<file path="src/rtl/console_pkg.sv">
// rtl/console_pkg.sv - shared ASCII constants and console state encoding
package console_pkg;

    localparam logic [7:0] ASCII_0  = 8'h30;
    localparam logic [7:0] ASCII_X  = 8'h78;
    localparam logic [7:0] ASCII_CR = 8'h0D;
    localparam logic [7:0] ASCII_LF = 8'h0A;

    localparam int CONSOLE_STATE_W = 3;

    typedef enum logic [CONSOLE_STATE_W-1:0] {
        ST_IDLE    = 3'd0,
        ST_PREFIX0 = 3'd1,
        ST_PREFIXX = 3'd2,
        ST_DIGITS  = 3'd3,
        ST_CR      = 3'd4,
        ST_LF      = 3'd5
    } console_state_t;

endpackage

</file>
<file path="src/rtl/hexdigit.sv">
// rtl/hexdigit.sv - nibble to lowercase ASCII hex digit
module hexdigit (
    input  logic [3:0] nibble,
    output logic [7:0] ascii
);

    always_comb begin
        if (nibble < 4'd10) begin
            ascii = 8'h30 + {4'h0, nibble};
        end else begin
            ascii = 8'h57 + {4'h0, nibble};
        end
    end

endmodule

</file>
<file path="src/rtl/hex_word_streamer.sv">
// rtl/hex_word_streamer.sv - streams a latched word as framed ASCII hex characters
module hex_word_streamer
    import console_pkg::*;
#(
    parameter int NIBBLES        = 8,
    parameter int PREFIX_0X      = 1,
    parameter int EMIT_CRLF      = 1,
    parameter int SUPPRESS_ZEROS = 0
) (
    input  logic                 clock,
    input  logic                 reset,
    input  logic [4*NIBBLES-1:0] in_word,
    input  logic                 in_valid,
    output logic                 in_ready,
    output logic [7:0]           out_char,
    output logic                 out_valid,
    input  logic                 out_ready,
    output logic                 busy
);

    localparam int W  = 4 * NIBBLES;
    localparam int IW = (NIBBLES > 1) ? $clog2(NIBBLES) : 1;
    localparam logic [IW-1:0] IDX_ONE = IW'(1);
    localparam logic [IW-1:0] IDX_TOP = IW'(NIBBLES - 1);

    console_state_t state_q, state_d;
    logic [W-1:0]   word_q;
    logic [IW-1:0]  idx_q, idx_d;
    logic [IW-1:0]  start_idx;
    logic [7:0]     char_d;
    logic           valid_d;
    logic [3:0]     conv_nibble;
    logic [7:0]     conv_ascii;
    logic           accept;
    logic           handshake;

    // Highest non-zero nibble wins; a zero word falls back to index 0.
    function automatic logic [IW-1:0] first_idx(input logic [W-1:0] w);
        logic [IW-1:0] r;
        r = IDX_TOP;
        if (SUPPRESS_ZEROS != 0) begin
            r = '0;
            for (int i = 0; i < NIBBLES; i++) begin
                if (w[4*i +: 4] != 4'h0) begin
                    r = IW'(i);
                end
            end
        end
        return r;
    endfunction

    function automatic logic [3:0] nibble_at(input logic [W-1:0] w, input logic [IW-1:0] idx);
        logic [3:0] n;
        n = 4'h0;
        for (int i = 0; i < NIBBLES; i++) begin
            if (IW'(i) == idx) begin
                n = w[4*i +: 4];
            end
        end
        return n;
    endfunction

    assign in_ready  = (state_q == ST_IDLE) && !reset;
    assign busy      = (state_q != ST_IDLE);
    assign accept    = in_valid && in_ready;
    assign handshake = out_valid && out_ready;
    assign start_idx = first_idx(in_word);

    // The converter always looks at the digit that will be loaded next.
    always_comb begin
        case (state_q)
            ST_IDLE:   conv_nibble = nibble_at(in_word, start_idx);
            ST_DIGITS: conv_nibble = nibble_at(word_q, idx_q - IDX_ONE);
            default:   conv_nibble = nibble_at(word_q, idx_q);
        endcase
    end

    hexdigit u_hexdigit (
        .nibble (conv_nibble),
        .ascii  (conv_ascii)
    );

    always_comb begin
        state_d = state_q;
        idx_d   = idx_q;
        char_d  = out_char;
        valid_d = out_valid;
        case (state_q)
            ST_IDLE: begin
                if (accept) begin
                    idx_d   = start_idx;
                    valid_d = 1'b1;
                    if (PREFIX_0X != 0) begin
                        state_d = ST_PREFIX0;
                        char_d  = ASCII_0;
                    end else begin
                        state_d = ST_DIGITS;
                        char_d  = conv_ascii;
                    end
                end
            end
            ST_PREFIX0: begin
                if (handshake) begin
                    state_d = ST_PREFIXX;
                    char_d  = ASCII_X;
                end
            end
            ST_PREFIXX: begin
                if (handshake) begin
                    state_d = ST_DIGITS;
                    char_d  = conv_ascii;
                end
            end
            ST_DIGITS: begin
                if (handshake) begin
                    if (idx_q != '0) begin
                        idx_d  = idx_q - IDX_ONE;
                        char_d = conv_ascii;
                    end else if (EMIT_CRLF != 0) begin
                        state_d = ST_CR;
                        char_d  = ASCII_CR;
                    end else begin
                        state_d = ST_IDLE;
                        valid_d = 1'b0;
                    end
                end
            end
            ST_CR: begin
                if (handshake) begin
                    state_d = ST_LF;
                    char_d  = ASCII_LF;
                end
            end
            ST_LF: begin
                if (handshake) begin
                    state_d = ST_IDLE;
                    valid_d = 1'b0;
                end
            end
            default: begin
                state_d = ST_IDLE;
                valid_d = 1'b0;
            end
        endcase
    end

    always_ff @(posedge clock or posedge reset) begin
        if (reset) begin
            state_q   <= ST_IDLE;
            word_q    <= '0;
            idx_q     <= '0;
            out_char  <= 8'h00;
            out_valid <= 1'b0;
        end else begin
            state_q   <= state_d;
            idx_q     <= idx_d;
            out_char  <= char_d;
            out_valid <= valid_d;
            if (accept) begin
                word_q <= in_word;
            end
        end
    end

endmodule

</file>
<file path="config.mk">
export PLATFORM = sky130hd
export DESIGN_NAME = hex_word_streamer
export DESIGN_NICKNAME = d
export VERILOG_FILES = /design/src/rtl/console_pkg.sv /design/src/rtl/hexdigit.sv /design/src/rtl/hex_word_streamer.sv
export SDC_FILE = /design/constraint.sdc
export NUM_CORES = 1
export LEC_CHECK = 0
export BUFFER_PORTS_ARGS = -buffer_cell sky130_fd_sc_hd__buf_4
export CAP_MARGIN = 5
export CORE_MARGIN = 4
export CORE_UTILIZATION = 55
export CTS_CLUSTER_DIAMETER = 80
export DETAILED_ROUTE_END_ITERATION = 16
export PLACE_DENSITY_LB_ADDON = 0.08
export SLEW_MARGIN = 10
export SYNTH_ARGS = -nofsm -noshare
export SYNTH_HDL_FRONTEND = slang
export SYNTH_SLANG_ARGS = --single-unit
</file>
<file path="constraint.sdc">
create_clock -name clock -period 3.93 [get_ports clock]
set_input_delay 0.1965 -clock clock [delete_from_list [all_inputs] [get_ports clock]]
set_output_delay 0.1965 -clock clock [all_outputs]
set_load 0.1 [all_outputs]
</file>
# After elaboration in Yosys (flattened, before gate mapping)
# Index checks and enable logic that the tools add are counted.
[totals]
regBits = 47
elab_cells = 93
[op_classes]
n_eq_ne = 27
n_addsub = 3
reduce_logical = 16
n_lt_le_gt_ge = 1
n_mux = 40
n_bitwise = 1
[ops]
columns = ["op", "count"]
rows = [
  ["$mux 4", 16],
  ["$mux 8", 7],
  ["$pmux 8 s5", 1],
  ["$mux 3", 10],
  ["$eq 3x3->1 const A", 8],
  ["$pmux 3 s6", 1],
  ["$ne 2x2->1 const B", 8],
  ["$eq 2x3->1 const A", 4],
  ["$logic_not 3->1", 3],
  ["$add 7x4->8 const A", 1],
  ["$pmux 4 s2", 1],
  ["$add 6x4->7 const A", 1],
  ["$reduce_and 7->1", 1],
  ["$eq 1x3->1 const A", 2],
  ["$eq 3x2->1 const B", 2],
  ["$eq 3x3->1 const B", 2],
  ["$pmux 3 s2", 1],
  ["$reduce_and 6->1", 1],
  ["$reduce_bool 3->1", 2],
  ["$reduce_bool 5->1", 1],
  ["$lt 4x4->1 const B", 1],
  ["$reduce_and 4->1", 1],
  ["$reduce_or 4->1", 1],
  ["$eq 3x1->1 const B", 1],
  ["8 further kinds", 11],
]

# Longest topological paths before layout
[logic_depth]
ltp_word = 16
mapped_depth = 14
ltp_nobuf = 12

# Hierarchy
# From an unflattened synthesis, not the netlist that was laid out.
[unflattened]
cells_unflattened = 304
hier_area_um2 = 2944.1
[modules_own_cells]
columns = ["mod", "seq_area_each_um2", "instances", "area_each_um2", "cells_per_inst"]
rows = [
  ["hex_word_streamer", 1176.1, 1, 2835.2, 287],
  ["hexdigit", 0.0, 1, 108.9, 17],
]

# Worst setup path after synthesis
# Ideal clock, no wire load.
[synth_path]
path_kind = "register -> register"
startpoint = "register idx_q[0]"
endpoint = "register out_char[2]"
setup_ns = 0.126
stages_incl_launch_ff = 15
arrival_time_ns = 2.632
slack_ns = 1.172
synth_period_minus_slack_ns = 2.758
path_buffers = 2
cell_sequence = "dfrtp_1 -> inv_1 -> ha_1 -> buf_4 -> buf_2 -> nand2_1 -> o21ai_0 -> mux4_2 -> o21ai_0 -> o311a_1 -> ha_1 -> inv_1 -> o21bai_1 -> o21ai_1 -> a221o_1"
[synth_between]
elab_chain_cells = 16
elab_cells_between_ends = 43
[synth_rtl]
columns = ["element", "line_no", "text"]
rows = [
  ["start: declaration", "hex_word_streamer.sv:28", "logic [IW-1:0] idx_q, idx_d;"],
  ["start signal: assignment", "hex_word_streamer.sv:156", "idx_q <= idx_d;"],
  ["$sub 3x1->3", "hex_word_streamer.sv:73", "ST_DIGITS: conv_nibble = nibble_at(word_q, idx_q - IDX_ONE);"],
  ["$logic_not 3->1", "hex_word_streamer.sv:56", "if (IW'(i) == idx) begin"],
  ["$mux 4 (8 in a row)", "hex_word_streamer.sv:56", ""],
  ["$pmux 4 s2", "hex_word_streamer.sv:71", "case (state_q)"],
  ["$add 7x4->8 (tied with other cells)", "hexdigit.sv:11", "ascii = 8'h57 + {4'h0, nibble};"],
  ["$mux 8", "hexdigit.sv:8", "if (nibble < 4'd10) begin"],
  ["$mux 8", "hex_word_streamer.sv:116", "if (idx_q != '0) begin"],
  ["$mux 8", "hex_word_streamer.sv:115", "if (handshake) begin"],
  ["$pmux 8 s5 (*)", "hex_word_streamer.sv:88", "case (state_q)"],
  ["end signal: assignment", "hex_word_streamer.sv:157", "out_char <= char_d;"],
  ["end: declaration", "hex_word_streamer.sv:15", "output logic [7:0] out_char,"],
]
# Mark *: on every way between the ends. The rest lies on a longest branch, timed or not. The select of a mux whose other input is x is not followed.
# A chain may end at the register's enable or synchronous reset.

# Final worst setup path
[layout_path]
startpoint = "register idx_q[1]"
endpoint = "register out_char[2]"
# Same word-level chain as after synthesis.

==> metrics <==
status complete, no violations; Worst EP arrival 3.51 ns; Chip Width 80.2 µm; most frequent cells in the layout buf_4, dfrtp_1, nand2_1, mux2_2, a21oi_1; largest net degree at the start of global routing 47; Largest delay share family, worst path compound AO/OA/AOI/OAI gates; reg2reg path depth 11; hold_buf cts 0; Synthesized Nets 340; Hold Vio Cnt, Final 0; setup slack, reg-to-reg 0.62 ns; Vias/cell 5.87; CTS root buffer clkbuf_8; post-placement cell count 399; Critical Path Fanout Max 25; Post-synth EDFFs 0; setup slack after layout 0.617 ns; Slew HR 47.5%; Die Y 80.2 µm; first-pass GRT wire length 10600 µm; commonest non-fill, non-tap cell in the layout buf_4; RR Endpoint out_char[2]; Routed WL 6520 µm; Worst Tran Pin Value 0.787 ns; Max H-tree Level 2; row count 26; Synth Flop Type dfrtp_1; Critical Path Sink Type flop; wire per inst 16.0 µm; worst slack, placed 0.633 ns; Final Non-Filler Cells 407; fillers 455; power per cell area 255 nW/µm²; total track usage 21.3%; GP Congestion 0.790; Fin Clk Skew 0.0111 ns; CTS tree yes; leakage power 1.56 nW; initial antenna violation count 0; required time worst endpoint 4.12 ns; Avg Cell Area, Syn 9.61 µm²; # diodes 0; Critical Path Start Type flop; Critical Path Max Stage Delay 0.69 ns; sequential element share of the synthesized area 40.2%; unrepaired setup endpoints after global routing no; Congestion Overflow GR 0; maximum capacitance violations 0; Core ar. 5070 µm²; initial core utilization 56.5%; Core Util, Final 65.8%; ys async rst share 100%; Netlist cell types 55; buffer count from post-CTS setup fixing 0; CTS buffer count 5; Final nets 378; DP HPWL 4730 µm; IO Port Bufs 45; Synth Cell Area 2870 µm²; crit path time final 3.31 ns; Crit path depth 11; DRC Markers 0; io pins 47; routed vias 2388; register bit total from synthesis 46; Worst Hold Class in -> async; clk slew on worst S/H paths 0.09 ns; post-route clock period utilization 84.3%; Ys Warns 0; Synth-to-Final Area Change 16.5%; Clock Latency Late Sink 0.30 ns; TritonRoute pass-1 iters 4; share of cells above drive strength 1 30.0%; Setup Crit Path Kind reg -> reg; slowest CP cell ha_1; initial DRC count 156; synthesized instance count 298; maximum clock frequency 302 MHz; VDD IR-drop max 0.161 mV; Setup TNS Final 0 ns; die area 6430 µm²; hold slack 0.0475 ns; PostCTS Resize Cnt 0; critical-path cell list inv_1, ha_1, a2111oi_0, a311oi_1, nor4_2, a2111oi_4, ha_1, inv_1, o21bai_1, o21ai_1, a221o_1; WP buf/inv 2; DRT antenna net count 0; Sink Count 46; Final Max Slew Viols 0; worst reg2reg startpoint idx_q[1]; Max clock buf depth 2; endpoints failing setup 0; number of global-route vias before repair 2214
-- worst min-delay path: cells and delay by family --
kind                   cells  cell delay, ns
buffers and inverters      3            0.63
-- kinds of logic after synthesis --
group / Yosys count / synth area share [%]
AOI/OAI and AO/OA: 98 / 23.8
and+or+nand+nor: 71 / 11.7
DFF: 46 / 40.2
muxes: 37 / 14.8
buffers and inverters: 37 / 6.16
adders and majority gates: 6 / 2.62
xor gates and xnor gates: 2 / 0.611
other: 1 / 0.131
-- area by class of cell --
type	instances	area, µm²	area share, %
Clock buffer	8	110	3.30
Inverter	16	60.1	1.80
Multi-Input combinational cell	215	1540	46.1
Sequential cell	46	1150	34.5
Tap cell	70	87.6	2.62
Timing Repair Buffer	52	390	11.7
-- through the flow --
stage / instance area (µm²) / total power, W
global route: 3340 / 0.000882
global placement: 3230 / 0.000526
detailed placement: 3230 / 0.000526
finish: 3340 / 0.000852
CTS: 3340 / 0.000863
floorplan: 2870 / 0.000496
-- routing by layer --
layer	vias up	track usage (%)	share of wire, %
met5	-	0	0
met3	6	2.80	4.9
met4	0	6.59	1.0
met2	63	34.4	48
met1	1161	29.6	46
li1	1158	-	-
-- worst max-delay path by stage --
| stage | from | to | slack, ns |
|---|---|---|---|
| after floorplan | idx_q[0] | out_char[2] | 1.17 |
| after global placement | idx_q[1] | out_char[2] | 0.78 |
| after detailed placement | idx_q[1] | out_char[2] | 0.63 |
| after CTS | idx_q[1] | out_char[2] | 0.63 |
| after global routing | idx_q[1] | out_char[2] | 0.38 |
| final | idx_q[1] | out_char[2] | 0.62 |
-- synthesized netlist by cell type, types with 2 or more instances --
cell type | number | area (µm²)
o21ai_1 | 4 | 20.0
a31oi_1 | 3 | 18.8
inv_1 | 15 | 56.3
nand3b_1 | 4 | 30.0
o221ai_1 | 2 | 17.5
o31ai_1 | 2 | 15.0
nor3_1 | 2 | 10.0
buf_6 | 2 | 22.5
a221o_1 | 2 | 20.0
clkbuf_1 | 7 | 26.3
mux2i_1 | 4 | 40.0
a22oi_1 | 2 | 15.0
o311a_1 | 2 | 20.0
o21ai_0 | 18 | 90.1
ha_1 | 6 | 75.1
nor2b_1 | 4 | 25.0
nand2_1 | 32 | 120
a21oi_1 | 30 | 150
buf_4 | 3 | 22.5
buf_2 | 9 | 45.0
a221oi_1 | 6 | 52.6
mux2_2 | 32 | 360
a2111oi_0 | 4 | 35.0
nor2_1 | 18 | 67.6
o21a_1 | 2 | 15.0
dfrtp_1 | 46 | 1150
and3_1 | 2 | 12.5
a211oi_1 | 4 | 30.0
nand3_1 | 2 | 10.0
o211ai_1 | 3 | 22.5
nand2b_1 | 2 | 12.5
-- power by group --
part	leakage, nW	internal [W]	switching, W
Combinational	0.884	0.0000234	0.0000197
Sequential	0.622	0.000473	0
Clock	0.0575	0.000178	0.000159
Total	1.56	0.000674	0.000178
-- flip-flops by register name, indices dropped and copies added, names as in the netlist --
signal / cells
idx_q: 3
word_q: 32
out_char: 7
out_valid: 1
state_q: 3
Power figures use the tool's default switching activity.
